## src/rtl/video_fetch_sched_pkg.sv

```systemverilog
// Shared definitions for the video fetch scheduler: bandwidth codes, FSM states,
// pipe tag layout and the code-to-count decoders.
package video_fetch_sched_pkg;

  localparam logic [1:0] BW2 = 2'b00;
  localparam logic [1:0] BW4 = 2'b01;
  localparam logic [1:0] BW8 = 2'b11;

  localparam logic [2:0] BU1 = 3'b001;
  localparam logic [2:0] BU2 = 3'b010;
  localparam logic [2:0] BU4 = 3'b100;

  typedef enum logic [1:0] {
    ST_IDLE  = 2'b00,
    ST_ARMED = 2'b01,
    ST_DRAIN = 2'b10
  } fetch_state_t;

  typedef struct packed {
    logic [3:0] sel;
    logic [1:0] bsl;
  } fetch_tag_t;

  // Window length minus one, used as a slot mask; code 10 also means 8 slots.
  function automatic logic [2:0] win_mask(input logic [1:0] code);
    case (code)
      BW2:     return 3'd1;
      BW4:     return 3'd3;
      BW8:     return 3'd7;
      default: return 3'd7;
    endcase
  endfunction

  function automatic logic [2:0] need_count(input logic [2:0] code);
    case (code)
      BU1:     return 3'd1;
      BU2:     return 3'd2;
      BU4:     return 3'd4;
      default: return 3'd1;
    endcase
  endfunction

endpackage

```

## src/rtl/video_fetch_sched_pipe.sv

```systemverilog
// DRAM read-latency tag pipe: carries {sel,bsl} plus a valid bit from the
// accepting clk to the clk on which the read data is on the bus.
module video_fetch_pipe
  import video_fetch_sched_pkg::*;
#(
  parameter int unsigned DEPTH = 2
) (
  input  logic       clk,
  input  logic       rst_n,
  input  logic       push,
  input  fetch_tag_t push_tag,
  output logic       exit_valid,
  output fetch_tag_t exit_tag,
  output logic       any_busy
);

  logic [DEPTH-1:0] vld_q;
  fetch_tag_t       tag_q [DEPTH];

  always_ff @(posedge clk or negedge rst_n) begin
    if (!rst_n) begin
      vld_q <= '0;
      for (int unsigned i = 0; i < DEPTH; i++) tag_q[i] <= '0;
    end else begin
      vld_q[0] <= push;
      tag_q[0] <= push_tag;
      for (int unsigned i = 1; i < DEPTH; i++) begin
        vld_q[i] <= vld_q[i-1];
        tag_q[i] <= tag_q[i-1];
      end
    end
  end

  assign exit_valid = vld_q[DEPTH-1];
  assign exit_tag   = tag_q[DEPTH-1];

  // Busy covers only the stages that have not yet reached the data clk.
  always_comb begin
    any_busy = 1'b0;
    for (int unsigned i = 0; i + 1 < DEPTH; i++) any_busy = any_busy | vld_q[i];
  end

endmodule

```

## src/rtl/video_fetch_sched.sv

```systemverilog
// Video fetch scheduler: paces DRAM read requests per slot window and packs the
// returned 16-bit words into the 32-bit word handed to the renderer.
module video_fetch_sched #(
  parameter int unsigned DRAM_LAT = 2
) (
  input  logic        clk,
  input  logic        rst_n,
  input  logic        c3,
  input  logic        line_start_s,
  input  logic        video_go,
  input  logic [4:0]  video_bw,
  input  logic [20:0] video_addr,
  input  logic [3:0]  fetch_sel,
  input  logic [1:0]  fetch_bsl,
  input  logic        fetch_stb,
  input  logic        dram_ack,
  input  logic [15:0] dram_rdata,
  output logic        dram_req,
  output logic [20:0] dram_addr,
  output logic        video_next,
  output logic [31:0] fetch_data,
  output logic        fetch_late
);
  import video_fetch_sched_pkg::*;

  fetch_state_t state;
  logic [2:0]   slot;
  logic [2:0]   used;
  logic [2:0]   mask;
  logic [2:0]   need;
  logic         wrap;
  logic         accept;
  logic         exit_valid;
  logic         any_busy;
  logic         pipe_empty;
  fetch_tag_t   push_tag;
  fetch_tag_t   exit_tag;
  logic [31:0]  asm_word;
  logic [31:0]  merged;

  assign mask       = win_mask(video_bw[4:3]);
  assign need       = need_count(video_bw[2:0]);
  assign wrap       = c3 && ((slot & mask) == mask);
  assign dram_req   = (state == ST_ARMED) && video_go && (used < need) && !line_start_s;
  assign accept     = dram_ack && dram_req;
  assign video_next = accept;
  assign dram_addr  = video_addr;
  assign push_tag   = '{sel: fetch_sel, bsl: fetch_bsl};
  assign pipe_empty = !any_busy && !exit_valid;

  video_fetch_pipe #(
    .DEPTH (DRAM_LAT)
  ) u_pipe (
    .clk        (clk),
    .rst_n      (rst_n),
    .push       (accept),
    .push_tag   (push_tag),
    .exit_valid (exit_valid),
    .exit_tag   (exit_tag),
    .any_busy   (any_busy)
  );

  always_ff @(posedge clk or negedge rst_n) begin
    if (!rst_n) begin
      state <= ST_IDLE;
    end else begin
      case (state)
        ST_IDLE:  if (video_go) state <= ST_ARMED;
        ST_ARMED: if (!video_go) state <= ST_DRAIN;
        ST_DRAIN: begin
          if (video_go)        state <= ST_ARMED;
          else if (pipe_empty) state <= ST_IDLE;
        end
        default:  state <= ST_IDLE;
      endcase
    end
  end

  // An ack landing on the wrap clk is charged to the window that starts there.
  always_ff @(posedge clk or negedge rst_n) begin
    if (!rst_n) begin
      slot <= '0;
      used <= '0;
    end else begin
      if (line_start_s)          slot <= '0;
      else if (c3 && video_go)   slot <= slot + 3'd1;
      if (wrap)                  used <= accept ? 3'd1 : 3'd0;
      else if (accept)           used <= used + 3'd1;
    end
  end

  always_comb begin
    merged = asm_word;
    if (exit_valid) begin
      for (int unsigned i = 0; i < 4; i++) begin
        if (exit_tag.sel[i]) begin
          merged[8*i +: 8] = ((i % 2 == 1) ? exit_tag.bsl[1] : exit_tag.bsl[0])
                             ? dram_rdata[15:8] : dram_rdata[7:0];
        end
      end
    end
  end

  always_ff @(posedge clk or negedge rst_n) begin
    if (!rst_n) begin
      asm_word   <= '0;
      fetch_data <= '0;
      fetch_late <= 1'b0;
    end else begin
      if (exit_valid) asm_word <= merged;
      if (fetch_stb) begin
        fetch_data <= merged;
        if (any_busy) fetch_late <= 1'b1;
      end
    end
  end

endmodule

```

## config.mk

```make
export PLATFORM = sky130hd
export DESIGN_NAME = video_fetch_sched
export DESIGN_NICKNAME = d
export VERILOG_FILES = /design/src/rtl/video_fetch_sched_pkg.sv /design/src/rtl/video_fetch_sched_pipe.sv /design/src/rtl/video_fetch_sched.sv
export SDC_FILE = /design/constraint.sdc
export NUM_CORES = 1
export LEC_CHECK = 0
export ABC_AREA = 1
export ABC_CLOCK_PERIOD_IN_PS = 1400
export BUFFER_PORTS_ARGS = -buffer_cell sky130_fd_sc_hd__buf_2
export CAP_MARGIN = 20
export CORE_ASPECT_RATIO = 0.8
export CORE_MARGIN = 3
export CORE_UTILIZATION = 46
export DETAILED_ROUTE_END_ITERATION = 10
export PLACE_DENSITY = 0.79
export SLEW_MARGIN = 20
export SYNTH_ARGS = -nofsm -noshare
export SYNTH_HDL_FRONTEND = slang
export SYNTH_SLANG_ARGS = --single-unit
```

## constraint.sdc

```tcl
create_clock -name clk -period 1.4 [get_ports clk]
set_clock_uncertainty 0.15 [all_clocks]
set_input_delay 0.14 -clock clk [delete_from_list [all_inputs] [get_ports clk]]
set_output_delay 0.14 -clock clk [all_outputs]
set_load 0.01 [all_outputs]
```

# Yosys cells after proc, flatten, opt, wreduce, memory -nomap -nowiden
# Cells that the tools add are included.
[classes]
reduce_logical = 16
n_mux = 19
n_lt_le_gt_ge = 1
eq_ne = 9
bitwise = 1
n_addsub = 2
[op_table]
columns = ["cell", "count"]
rows = [
  ["$mux W8", 6],
  ["$mux W32", 1],
  ["$mux W3", 4],
  ["$pmux W3 S2", 2],
  ["$mux W2", 4],
  ["$logic_and A1 B1 Y1", 7],
  ["$add A3 B1 Y3 const B", 2],
  ["$pmux W2 S3", 1],
  ["$eq A2 B1 Y1 const B", 2],
  ["$logic_not A2 Y1", 2],
  ["$ne A2 B2 Y1 const B", 2],
  ["$reduce_bool A2 Y1", 2],
  ["$and A3 B3 Y3", 1],
  ["$eq A3 B2 Y1 const B", 1],
  ["$eq A3 B3 Y1", 1],
  ["$eq A3 B3 Y1 const B", 1],
  ["$logic_not A1 Y1", 3],
  ["$lt A3 B3 Y1", 1],
  ["$ne A3 B3 Y1 const B", 1],
  ["$reduce_and A3 Y1", 1],
  ["$eq A2 B2 Y1 const B", 1],
  ["$reduce_and A2 Y1", 1],
  ["$mux W1", 1],
]
[totals]
output_inout_bits = 56
inputBits = 55
word_cells = 59
regBits = 87

# Logic depth before layout (Yosys ltp)
# Gate-level depths: netlist of run 1.
[depth]
word_depth = 8
depth_mapped = 10
ltp_nobuf = 10

# By module
# From an unflattened synthesis of run 1, not the netlist that was laid out.
[hier_totals]
cells_unflattened = 398
area_unflattened_um2 = 3674.8
[modules_own_cells]
columns = ["mod", "instances", "cells_per_inst", "area_each_um2", "seq_area_each_um2"]
rows = [
  ["video_fetch_sched", 1, 378, 3279.4, 1826.8],
  ["video_fetch_pipe", 1, 20, 395.4, 350.3],
]

# Least setup slack after synthesis of run 1
# Ideal clock, no wire load.
[synth_timing]
kind = "register -> register"
startpoint = "register used[2]"
endpoint = "register used[2]"
arrival_time_ns = 1.337
synth_period_minus_slack_ns = 1.552
path_slack_ns = -0.152
path_stages_with_launch = 7
t_required_ns = 1.185
setup_time_ns = 0.065
n_path_buf = 0
path_cell_list = "dfrtp_1 -> ha_1 -> a21oi_1 -> nand4_4 -> nor2_4 -> nand3_1 -> nand2_1"
[synth_via]
elab_chain_cells = 5
word_cells_on_any_way = 8
classes_between = "1 x add/sub; 1 x order compare; 2 x mux; 4 x reduce/logical"
[synth_lines]
columns = ["item", "line", "text"]
rows = [
  ["start: declaration", "video_fetch_sched.sv:28", "logic [2:0] used;"],
  ["start signal: assignment", "video_fetch_sched.sv:87", "if (wrap) used <= accept ? 3'd1 : 3'd0;"],
  ["start signal: assignment", "video_fetch_sched.sv:88", "else if (accept) used <= used + 3'd1;"],
  ["$lt A3 B3 Y1", "video_fetch_sched.sv:44", "assign dram_req = (state == ST_ARMED) && video_go && (used < need) && !line_start_s;"],
  ["$logic_and A1 B1 Y1 (2 in a row)", "video_fetch_sched.sv:44", ""],
  ["$logic_and A1 B1 Y1", "video_fetch_sched.sv:45", "assign accept = dram_ack && dram_req;"],
  ["named net video_next", "video_fetch_sched.sv:20", "output logic video_next,"],
  ["$reduce_bool A2 Y1 (no source line)", "--", ""],
]
# The timed path passes the listed nets, and every way through them passes these cells. The select of a mux whose other input is x is not followed.
# A chain may end at the register's enable or synchronous reset.

# Worst setup path after layout of run 1
[layout_timing]
startpoint = "register used[2]"
endpoint = "output port video_next"
[layout_via]
elab_chain_cells = 4
[layout_lines]
columns = ["item", "line"]
rows = [
  ["$lt A3 B3 Y1", "video_fetch_sched.sv:44"],
  ["$logic_and A1 B1 Y1 (2 in a row)", "video_fetch_sched.sv:44"],
  ["$logic_and A1 B1 Y1", "video_fetch_sched.sv:45"],
  ["end: declaration", "video_fetch_sched.sv:20"],
]
# No other way between the ends.

==> impl_metrics.toml, run 1 <==
[global_route]
grt_use_met3_pct = 5.64
number_of_antenna_violations_at_the_first_check_in_global_routing = 0
globalRouteTotalUtil_pct = 19.7
globalRoute.totalOverflow = 0
grt_util_met1_pct = 26.8
gr_util_met2_pct = 30.1
grt_pass1_wl_um = 14000
first_global_vias = 2974
grt_start_max_net_pins = 66
top_usage_layer = "met2"

[sta]
slew_headroom_pct = 68.1
final-hold-violation-count = 0
final.setup.worst_slack_ps = -424
unrepaired_setup_endpoints_after_global_routing = "yes"
maxSlewViolCount = 0
min_period_over_period_pct = 130
fin_crit_period_ps = 1820
setup_total_negative_slack_ps = -1540
worst-slew-pin-transition_ps = 478
timing.fmax_mhz = 548
setup_viol = 6

[synthesis]
synth_nets = 450
post_synth_and_or_nand_nor_area_fraction_pct = 21.3
synth_top_area_cell = "dfrtp_1"
synth_top_area_share_pct = 59.5
summed_instance_area_of_the_synthesized_netlist_um2 = 3660
ys_top_cells_by_area = "dfrtp_1 60%, nand2_1 13%, a31oi_1 5.5%"
synth.area.mux_share_pct = 0
seq_area_frac_synth_pct = 59.5
synth_area_per_cell_um2 = 9.35
yosysWarningCount = 0
synth-adder-area-share_pct = 1.37
synth_xor_xnor_area_share_pct = 0.479
synth_seq_cells = 87
synth_top_family_by_area = "simple AND/OR/NAND/NOR gates"
synth.lib_cells_used.distinct = 28
netlist_instances = 391
synth_compound_area_share_pct = 8.76

[die]
initial_utilization_pct = 48.3
std_cell_rows = 28
die_height_um = 85.7
design.portCount = 111
fp.dieArea_um2 = 9060
core_region_area_um2 = 7570
die_width_um = 106

[critical_path]
timing.critical_path.max_delay_family = "flip-flops"
critical_path_depth = 5
worstRegToRegCells = 8
cpPeakStageDelay_ps = 410
r2r-end = "used[2]"
timing.critical_path.to = "video_next"
slowest_stage = "dfrtp_1"
worst-path-buf-inv = 1
worstSetupPathType = "reg2out"
cp-start-kind = "flop"
cp_cell_sequence = "ha_4, a21oi_4, nand4_4, nor2_4, buf_6"
crit_required_ps = 1110
setup.reg_to_reg.worst_slack_ps = -230
critical_path.max_fanout = 3
cp_data_arrival_time_ps = 1530
timing.rr.start = "used[2]"
cp-end-kind = "output port"
worstSetupStartpoint = "used[2]"

[clocking]
worstSkewPairLatency_ps = 360
cts_tree = "done"
cts-htree-levels = 3
cts_made_buffers = 9
clockRootBuffer = "clkbuf_8"
clock_sink_count = 87
cts.clk_slew.worst_paths_ps = 80
clockBufferDepth = 2

[detailed_routing]
num_vias = 3056
wire_length_per_cell_um = 14.9
detail_route.iter0.violations = 192
routed_wirelength_um = 8790
route.antenna.remaining_nets = 0
drc_violation_count_after_routing = 0
ratio_of_routed_vias_to_standard_cells = 5.18
first_pass_iters = 5

[status]
violations_in_the_final_reports = "negative setup slack"
status = "finished, violations left"

[power_and_ir_drop]
totalPowerFinal_mw = 8.10
static-leakage-power_nw = 2.26
pwr_density_cell_nw_per_um2 = 1750
peakVddDrop_mv = 0.934

[placed_design]
globalplace.congestion = 0.840
port-buffer-count = 68
dp_hpwl_um = 6130
post_dp_cell_area_um2 = 4140

[finish]
num-nets-final = 539
final_design_area_no_fill_um2 = 4640
antenna_cells = 0
postLayoutCoreUtil_pct = 61.3
drive_above_1_share_pct = 30.3
layout_area_overhead_pct = 26.8

[flow_run]
max-cap-violations = 0

[min_path]
worst_hold_path.num_cells = 5
hold_class = "in2reg"
==> routing by layer <==
metal	share of wire, %	routed length (µm)	vias to the layer above
met5	0	0	-
li1	-	-	1436
met1	43	3810	1467
met3	6.9	610	34
met2	47	4140	119
met4	2.6	230	0
==> where the power goes <==
group | switching [mW] | total, mW | internal, mW | leakage (nW)
logic | 1.39 | 2.47 | 1.09 | 1.19
registers | 0.403 | 3.81 | 3.41 | 0.966
clock network | 0.922 | 1.82 | 0.898 | 0.104
==> worst reg2reg max path: stages, from the launching register on <==
cell and delay [ps]:
dfrtp_1 410, ha_4 250, a21oi_4 150, nand4_4 130, nor2_4 120, buf_4 120, buf_6 100, nand3_2 50
nand2_1 80
==> registers in the layout, summed over array words and instances, names as in the netlist <==
name and flops:
slot 3, fetch_data 32, u_pipe.exit_tag 6, used 3, u_pipe.tag_q 6, state 2
u_pipe.vld_q 2, fetch_late 1, asm_word 32
==> layout by cell type, fill, tap and decap left out, types with 2 or more instances in the layout <==
cell type	netlist	layout
nand2_1	125	123
dfrtp_1	87	85
buf_2	3	66
nor2_1	40	40
a31oi_1	32	31
buf_4	23	23
inv_1	25	22
dlygate4sd3_1	0	12
clkbuf_8	0	10
o21ai_2	0	9
nand2_2	5	7
nand3_1	7	5
o21ai_1	8	5
inv_6	0	4
buf_12	0	4
inv_2	1	3
o21ai_0	10	3
nand3_2	1	3
buf_6	1	3
a21oi_1	3	2
nor3_1	2	2
xor2_1	2	2
clkinvlp_4	0	2
ha_4	0	2
ha_1	4	2
dfrtp_2	0	2
==> final cells by class <==
| cell class | count | area (µm²) |
|---|---|---|
| Clock buffer | 10 | 138 |
| Clock inverter | 6 | 72.6 |
| Fill cell | 625 | 2930 |
| Inverter | 26 | 101 |
| Multi-Input combinational cell | 247 | 1270 |
| Sequential cell | 87 | 2180 |
| Tap cell | 105 | 131 |
| Timing Repair Buffer | 109 | 744 |
==> cell families (layout without fill, tap and decap cells) <==
logic type / count (synthesis) / after routing
AOI/OAI and AO/OA: 55 / 55
xor gates and xnor gates: 2 / 2
and+or+nand+nor: 186 / 186
buffers and inverters: 57 / 151
adders and majority gates: 4 / 4
DFF: 87 / 87
==> per-stage QoR <==
step | cells | setup WS (ps) | hold slack (ps)
after floorplan | 391 | -9.91 | -306
after global placement | 555 | -169 | -28.4
after detailed placement | 555 | -278 | -23.6
after CTS | 586 | -418 | 6.17
after global routing | 590 | -465 | 28.0
final | 590 | -424 | 13.5
==> how the worst min path moves through the flow <==
stage / start / endpoint / slack (ps)
final: dram_rdata[12] / asm_word[28] / 10
after floorplan: rst_n / asm_word[0] / -310
after detailed placement: rst_n / fetch_data[2] / -20
after global placement: rst_n / fetch_data[0] / -30
after global routing: dram_rdata[15] / asm_word[15] / 30
after CTS: video_go / slot[1] / 6
==> timing repair <==
action                                  in CTS  in global routing
gates resized for setup                     10                 25
endpoints found under the setup margin      16                 21
cloned                                       0                  0
hold buffers                                12                  0
pin swaps                                    1                  4
buffers inserted                             3                  5
endpoints found under the hold margin       97                  0
==> Yosys cell counts <==
library cell  count
nand3_1           7
nand3_2           1
nand4_4           1
nor2_2            1
o21ai_0          10
nor4_4            1
a21o_1            1
a31oi_1          32
nor3_1            2
o21ai_1           8
a21oi_1           3
nor2_1           40
dfrtp_1          87
inv_1            25
nand4_1           1
buf_2             3
inv_2             1
buf_1             3
nor2_4            1
nand3b_1          1
ha_1              4
clkbuf_1          1
nand2_1         125
o31ai_1           1
xor2_1            2
nand2_2           5
buf_4            23
buf_6             1
Power figures use the tool's default switching activity.
==> run 2: changes to the inputs <==
--- a/config.mk
+++ b/config.mk
@@ -8,11 +8,13 @@
 export ABC_AREA = 1
 export ABC_CLOCK_PERIOD_IN_PS = 1400
-export BUFFER_PORTS_ARGS = -buffer_cell sky130_fd_sc_hd__buf_2
+export BUFFER_PORTS_ARGS = -buffer_cell sky130_fd_sc_hd__buf_4
 export CAP_MARGIN = 20
+export CELL_PAD_IN_SITES_DETAIL_PLACEMENT = 1
+export CELL_PAD_IN_SITES_GLOBAL_PLACEMENT = 2
 export CORE_ASPECT_RATIO = 0.8
 export CORE_MARGIN = 3
-export CORE_UTILIZATION = 46
+export CORE_UTILIZATION = 27
 export DETAILED_ROUTE_END_ITERATION = 10
-export PLACE_DENSITY = 0.79
+export PLACE_DENSITY = 0.78
 export SLEW_MARGIN = 20
 export SYNTH_ARGS = -nofsm -noshare
==> constraint.sdc (replaced) <==
create_clock -name clk -period 1.4 [get_ports clk]
set_clock_uncertainty 0.15 [all_clocks]
set_input_delay 0.07 -clock clk [delete_from_list [all_inputs] [get_ports clk]]
set_output_delay 0.07 -clock clk [all_outputs]
set_load 0.01 [all_outputs]
==> run 2 against run 1 <==
- the run still ends with negative setup slack left
- critical path depth unchanged
- cell count up 16%
- clock-buffer cell count up 1
- highest routed layer unchanged
==> impl_metrics.toml, run 2 (same netlist as run 1, synthesis figures left out) <==
[min_path]
hold_class = "in2reg"
min_from = "dram_rdata[11]"

[critical_path]
worstRegToRegCells = 11
r2r-end = "used[1]"
cp_data_arrival_time_ps = 1520
slowest_stage = "dfrtp_1"
worstSetupPathType = "reg2out"
setup.reg_to_reg.worst_slack_ps = -300
critical_path.max_fanout = 3
timing.critical_path.to = "video_next"
timing.rr.start = "used[2]"
cp_cell_sequence = "ha_4, a21oi_4, nand4_4, nor2_4, buf_4"
crit_required_ps = 1180
cp-end-kind = "output port"
cpPeakStageDelay_ps = 410
cp-start-kind = "flop"
worstSetupStartpoint = "used[2]"

[finish]
num-nets-final = 565
largestRegisters = "asm_word x32, fetch_data x32"
postLayoutCoreUtil_pct = 40.0
antenna_cells = 0
most-common-layout-cells = "124 x nand2_1, 91 x buf_4, 84 x dfrtp_1"
final_common_cell = "nand2_1"
drive_above_1_share_pct = 27.4
layout_area_overhead_pct = 42.9

[detailed_routing]
ratio_of_routed_vias_to_standard_cells = 4.39
first_pass_iters = 4
num_vias = 3013
detail_route.iter0.violations = 137
wire_length_per_cell_um = 14.6
routed_wirelength_um = 10000
drc_violation_count_after_routing = 0
route.antenna.remaining_nets = 0

[clocking]
cts_made_buffers = 9
clock_sink_count = 87
cts-htree-levels = 3
clockRootBuffer = "clkbuf_16"
clockBufferDepth = 2
worstSkewPairLatency_ps = 330
cts.clk_slew.worst_paths_ps = 60
cts_tree = "done"

[die]
die_height_um = 110
std_cell_rows = 37
design.portCount = 111
initial_utilization_pct = 28.0
core_region_area_um2 = 13100
fp.dieArea_um2 = 15000
die_width_um = 136

[global_route]
grt_start_max_net_pins = 55
number_of_antenna_violations_at_the_first_check_in_global_routing = 0
grt_pass1_wl_um = 15700
globalRoute.totalOverflow = 0
first_global_vias = 3085
globalRouteTotalUtil_pct = 13.7

[power_and_ir_drop]
pwr_density_cell_nw_per_um2 = 1760
static-leakage-power_nw = 2.48
peakVddDrop_mv = 0.698

[sta]
slew_headroom_pct = 79.4
final-hold-violation-count = 0
setup_viol = 6
maxSlewViolCount = 0
final.setup.worst_slack_ps = -339
min_period_over_period_pct = 124
worst_hold_slack_ps = 15.0
fin_crit_period_ps = 1740
unrepaired_setup_endpoints_after_global_routing = "yes"
worst-slew-pin-transition_ps = 309
setup_total_negative_slack_ps = -1450
timing.fmax_mhz = 575

[status]
status = "finished, violations left"
violations_in_the_final_reports = "negative setup slack"

[placed_design]
dp_hpwl_um = 7000
globalplace.congestion = 0.734
port-buffer-count = 68

[flow_run]
max-cap-violations = 0
## run 2: worst max-delay path, delay by kind of cell (launching register included)
| family | cells | cell delay (ps) |
|---|---|---|
| AOI/OAI and AO/OA | 1 | 140 |
| DFF | 1 | 410 |
| buffers and inverters | 1 | 130 |
| adders and majority gates | 1 | 250 |
| and+or+nand+nor | 2 | 260 |
## run 2: what timing repair did
action,4_1_cts,5_1_grt
endpoints found under the setup margin,9,37
pin swaps,4,2
hold buffers,36,1
gates resized for setup,9,17
endpoints found under the hold margin,125,4
buffers inserted,5,4
## run 2: final cells by class
class	instances	area, µm²
sequential	87	2180
clock buffer	11	243
multi-input combinational	247	1230
clock inverter	5	81.3
fill	1501	7830
tap	175	219
inverter	26	101
timing repair buffer	135	1170
## run 2: metal layers
metal | GRT usage [%] | share of wire, % | up-vias
met5 | 0 | 0 | -
met4 | 4.10 | 1.1 | 0
met3 | 4.13 | 5.4 | 8
met2 | 21.3 | 47 | 68
met1 | 18.5 | 47 | 1462
li1 | - | - | 1475
## run 2: worst min-delay path by stage
| stage | to | slack [ps] | cells past startpoint |
|---|---|---|---|
| CTS | fetch_data[12] | 1 | 3 |
| finish | asm_word[27] | 10 | 5 |
| global placement | fetch_data[24] | -240 | 1 |
| global route | fetch_data[12] | 20 | 3 |
| floorplan | asm_word[0] | -380 | 0 |
| detailed placement | fetch_data[24] | -240 | 1 |
## run 2: power by group
part,switching [mW],internal (mW)
clock,0.960,1.61
combinational,1.40,1.38
sequential,0.438,3.41
## run 2: through the flow
stage                     power, mW  instance area [µm²]  worst slack, ps  instances
after floorplan                5.24                 3680            -9.91        391
after CTS                      9.31                 5150             -359        681
after detailed placement       6.48                 4400             -112        624
after global placement         6.35                 4400            -51.6        624
final                          9.20                 5230             -339        686
after global routing           9.86                 5230             -420        686
==> run 3: changes to the inputs <==
- ABC_AREA: 1 -> 0
- CORE_UTILIZATION: 27 -> 29
- MAX_ROUTING_LAYER: not set -> met4
- SLEW_MARGIN: 20 -> 25
==> run 3 against run 2 <==
- total power is 8.9% higher
- the run still ends with negative setup slack left
- flip-flop and latch count did not move
- utilization grew 9.9 points
==> impl_metrics.toml, run 3 <==
[placed_design]
globalplace.congestion = 0.708
port-buffer-count = 68
dp_worst_setup_slack_ps = -528
dp_hpwl_um = 5560
post_dp_cell_area_um2 = 4240

[die]
core_region_area_um2 = 11600
die_width_um = 129
std_cell_rows = 35
die_height_um = 104
initial_utilization_pct = 30.1
fp.dieArea_um2 = 13400
design.portCount = 111

[critical_path]
cp-end-kind = "output port"
critical_path.max_fanout = 4
crit_required_ps = 1180
worstSetupPathType = "reg2out"
cp-start-kind = "flop"
cp_data_arrival_time_ps = 1780

[sta]
worst-slew-pin-transition_ps = 663
setup_viol = 40
min_period_over_period_pct = 143
unrepaired_setup_endpoints_after_global_routing = "yes"
fin_crit_period_ps = 2000
worst_hold_slack_ps = 7.90
timing.fmax_mhz = 501
maxSlewViolCount = 0
slew_headroom_pct = 55.8
setup_total_negative_slack_ps = -5980
final.setup.worst_slack_ps = -595
final-hold-violation-count = 0

[clocking]
cts-htree-levels = 3
clockBufferDepth = 2
clock_sink_count = 87
cts.clk_slew.worst_paths_ps = 70
cts_tree = "done"
clockRootBuffer = "clkbuf_16"
cts_made_buffers = 9
worstSkewPairLatency_ps = 340

[synthesis]
ys_top_cells_by_area = "dfrtp_1 62%, mux2_2 10%, a21oi_1 5.3%"
synth_top_flop_cell = "dfrtp_1"
asyncSetResetFlopFracSynth_pct = 100
synth_seq_cells = 87
post_synth_and_or_nand_nor_area_fraction_pct = 7.18
synth-edff-count = 0
synth_xor_xnor_area_share_pct = 1.00
summed_instance_area_of_the_synthesized_netlist_um2 = 3500
seq_area_frac_synth_pct = 62.1
post_synth_most_frequent_cells = "87 x dfrtp_1, 39 x nor2_1, 37 x a21oi_1"
synth_nets = 343
synth.area.mux_share_pct = 15.1
netlist_instances = 284
synth_top_family_by_area = "multiplexers"
yosysWarningCount = 0
synth_area_per_cell_um2 = 12.3
synth_top_area_cell = "dfrtp_1"
synth_compound_area_share_pct = 6.82
synth-adder-area-share_pct = 1.43
synth_top_area_share_pct = 62.1
synth_most_common_cell = "dfrtp_1"
synth.lib_cells_used.distinct = 24

[finish]
layout_area_overhead_pct = 65.9
num-fill-cells = 1179
final_common_cell = "buf_4"
largestRegisters = "asm_word x32, fetch_data x32"
num-nets-final = 484
antenna_cells = 0
drive_above_1_share_pct = 56.3
most-common-layout-cells = "97 x buf_4, 86 x dfrtp_1, 48 x dlygate4sd3_1"
final_design_area_no_fill_um2 = 5810

[detailed_routing]
num_vias = 2700
drc_violation_count_after_routing = 0
wire_length_per_cell_um = 18.2
routed_wirelength_um = 10500
detail_route.iter0.violations = 58
ratio_of_routed_vias_to_standard_cells = 4.67
route.antenna.remaining_nets = 0
first_pass_iters = 4

[power_and_ir_drop]
peakVddDrop_mv = 0.790
pwr_density_cell_nw_per_um2 = 1720
totalPowerFinal_mw = 10.0
static-leakage-power_nw = 2.47

[status]
status = "finished, violations left"
violations_in_the_final_reports = "negative setup slack"

[global_route]
grt_pass1_wl_um = 16400
grt_start_max_net_pins = 53
grt_util_met1_pct = 19.6
gr_util_met2_pct = 27.3
globalRouteTotalUtil_pct = 16.3
first_global_vias = 3058
top_usage_layer = "met2"
number_of_antenna_violations_at_the_first_check_in_global_routing = 0
globalRoute.totalOverflow = 0
grt_use_met3_pct = 3.75

[flow_run]
max-cap-violations = 0

[min_path]
hold_class = "in2async"
[run 3: cell types whose count changed in the layout (fill, tap and decap cells not counted), moves of 6 or more]
cell,previous run,this run
nor2_2,1,12
mux2_4,0,30
buf_4,91,97
inv_1,21,3
dlygate4sd3_1,37,48
and2_4,0,8
mux2i_4,0,16
buf_6,3,11
o21ai_1,11,0
a21oi_2,0,34
a31oi_1,32,0
nand2_1,124,6
nor2_1,40,24
[run 3: critical path, stage by stage, from the launching register on]
cell and delay, ps:
dfrtp_1 410, ha_4 160, or4b_4 550, nor3_4 180, buf_6 130
[run 3: repair_timing]
item                                   in CTS  in global routing
gates resized for setup                   125                 19
setup endpoints to repair                  46                 44
pin swaps                                  29                 16
hold buffers                               48                  0
endpoints found under the hold margin     143                  0
gates cloned                                3                  1
setup buffers                              14                 16
[run 3: kinds of logic after synthesis]
kind of cell | after synthesis
compound gates | 45
fa+ha+maj | 4
simple gates | 57
mux | 49
flops | 87
xor+xnor | 4
buf+inv | 38
[run 3: final cells by class]
class                           instances  area (µm²)  share of cell area (%)
Multi-Input combinational cell        163        1700                    29.3
Sequential cell                        87        2180                    37.5
Clock inverter                          7        77.6                    1.33
Clock buffer                            9         225                    3.87
Inverter                                3        11.3                   0.194
Timing Repair Buffer                  161        1430                    24.6
Tap cell                              148         185                    3.18
[run 3: metrics by stage]
step	util, %	std cells
finish	49.9	578
detailed placement	36.4	486
floorplan	-	284
global placement	36.4	486
CTS	48.4	564
global route	49.9	578
[run 3: where the power goes]
group          internal, mW  switching [mW]
Clock                  1.41            1.05
Combinational          2.16            1.49
Sequential             3.40           0.500
[run 3: final timing paths]
| kind | end | cells past startpoint | from | slack, ps |
|---|---|---|---|---|
| setup reg to reg | used[1] | 6 | used[2] | -540 |
| setup / recovery | video_next | 4 | used[2] | -600 |
| max in group asynchronous | u_pipe.vld_q[1] | 3 | rst_n | 510 |
| min in group clk | used[2] | 4 | line_start_s | 20 |
| hold reg to reg | u_pipe.exit_tag[2] | 0 | u_pipe.tag_q[8] | 200 |
| hold / removal | asm_word[3] | 2 | rst_n | 8 |
[run 3: metal layers]
metal | wire length [µm] | up-vias
li1 | - | 1228
met1 | 4570 | 1400
met2 | 5500 | 63
met3 | 318 | 9
met4 | 117 | 0
met5 | 0 | -
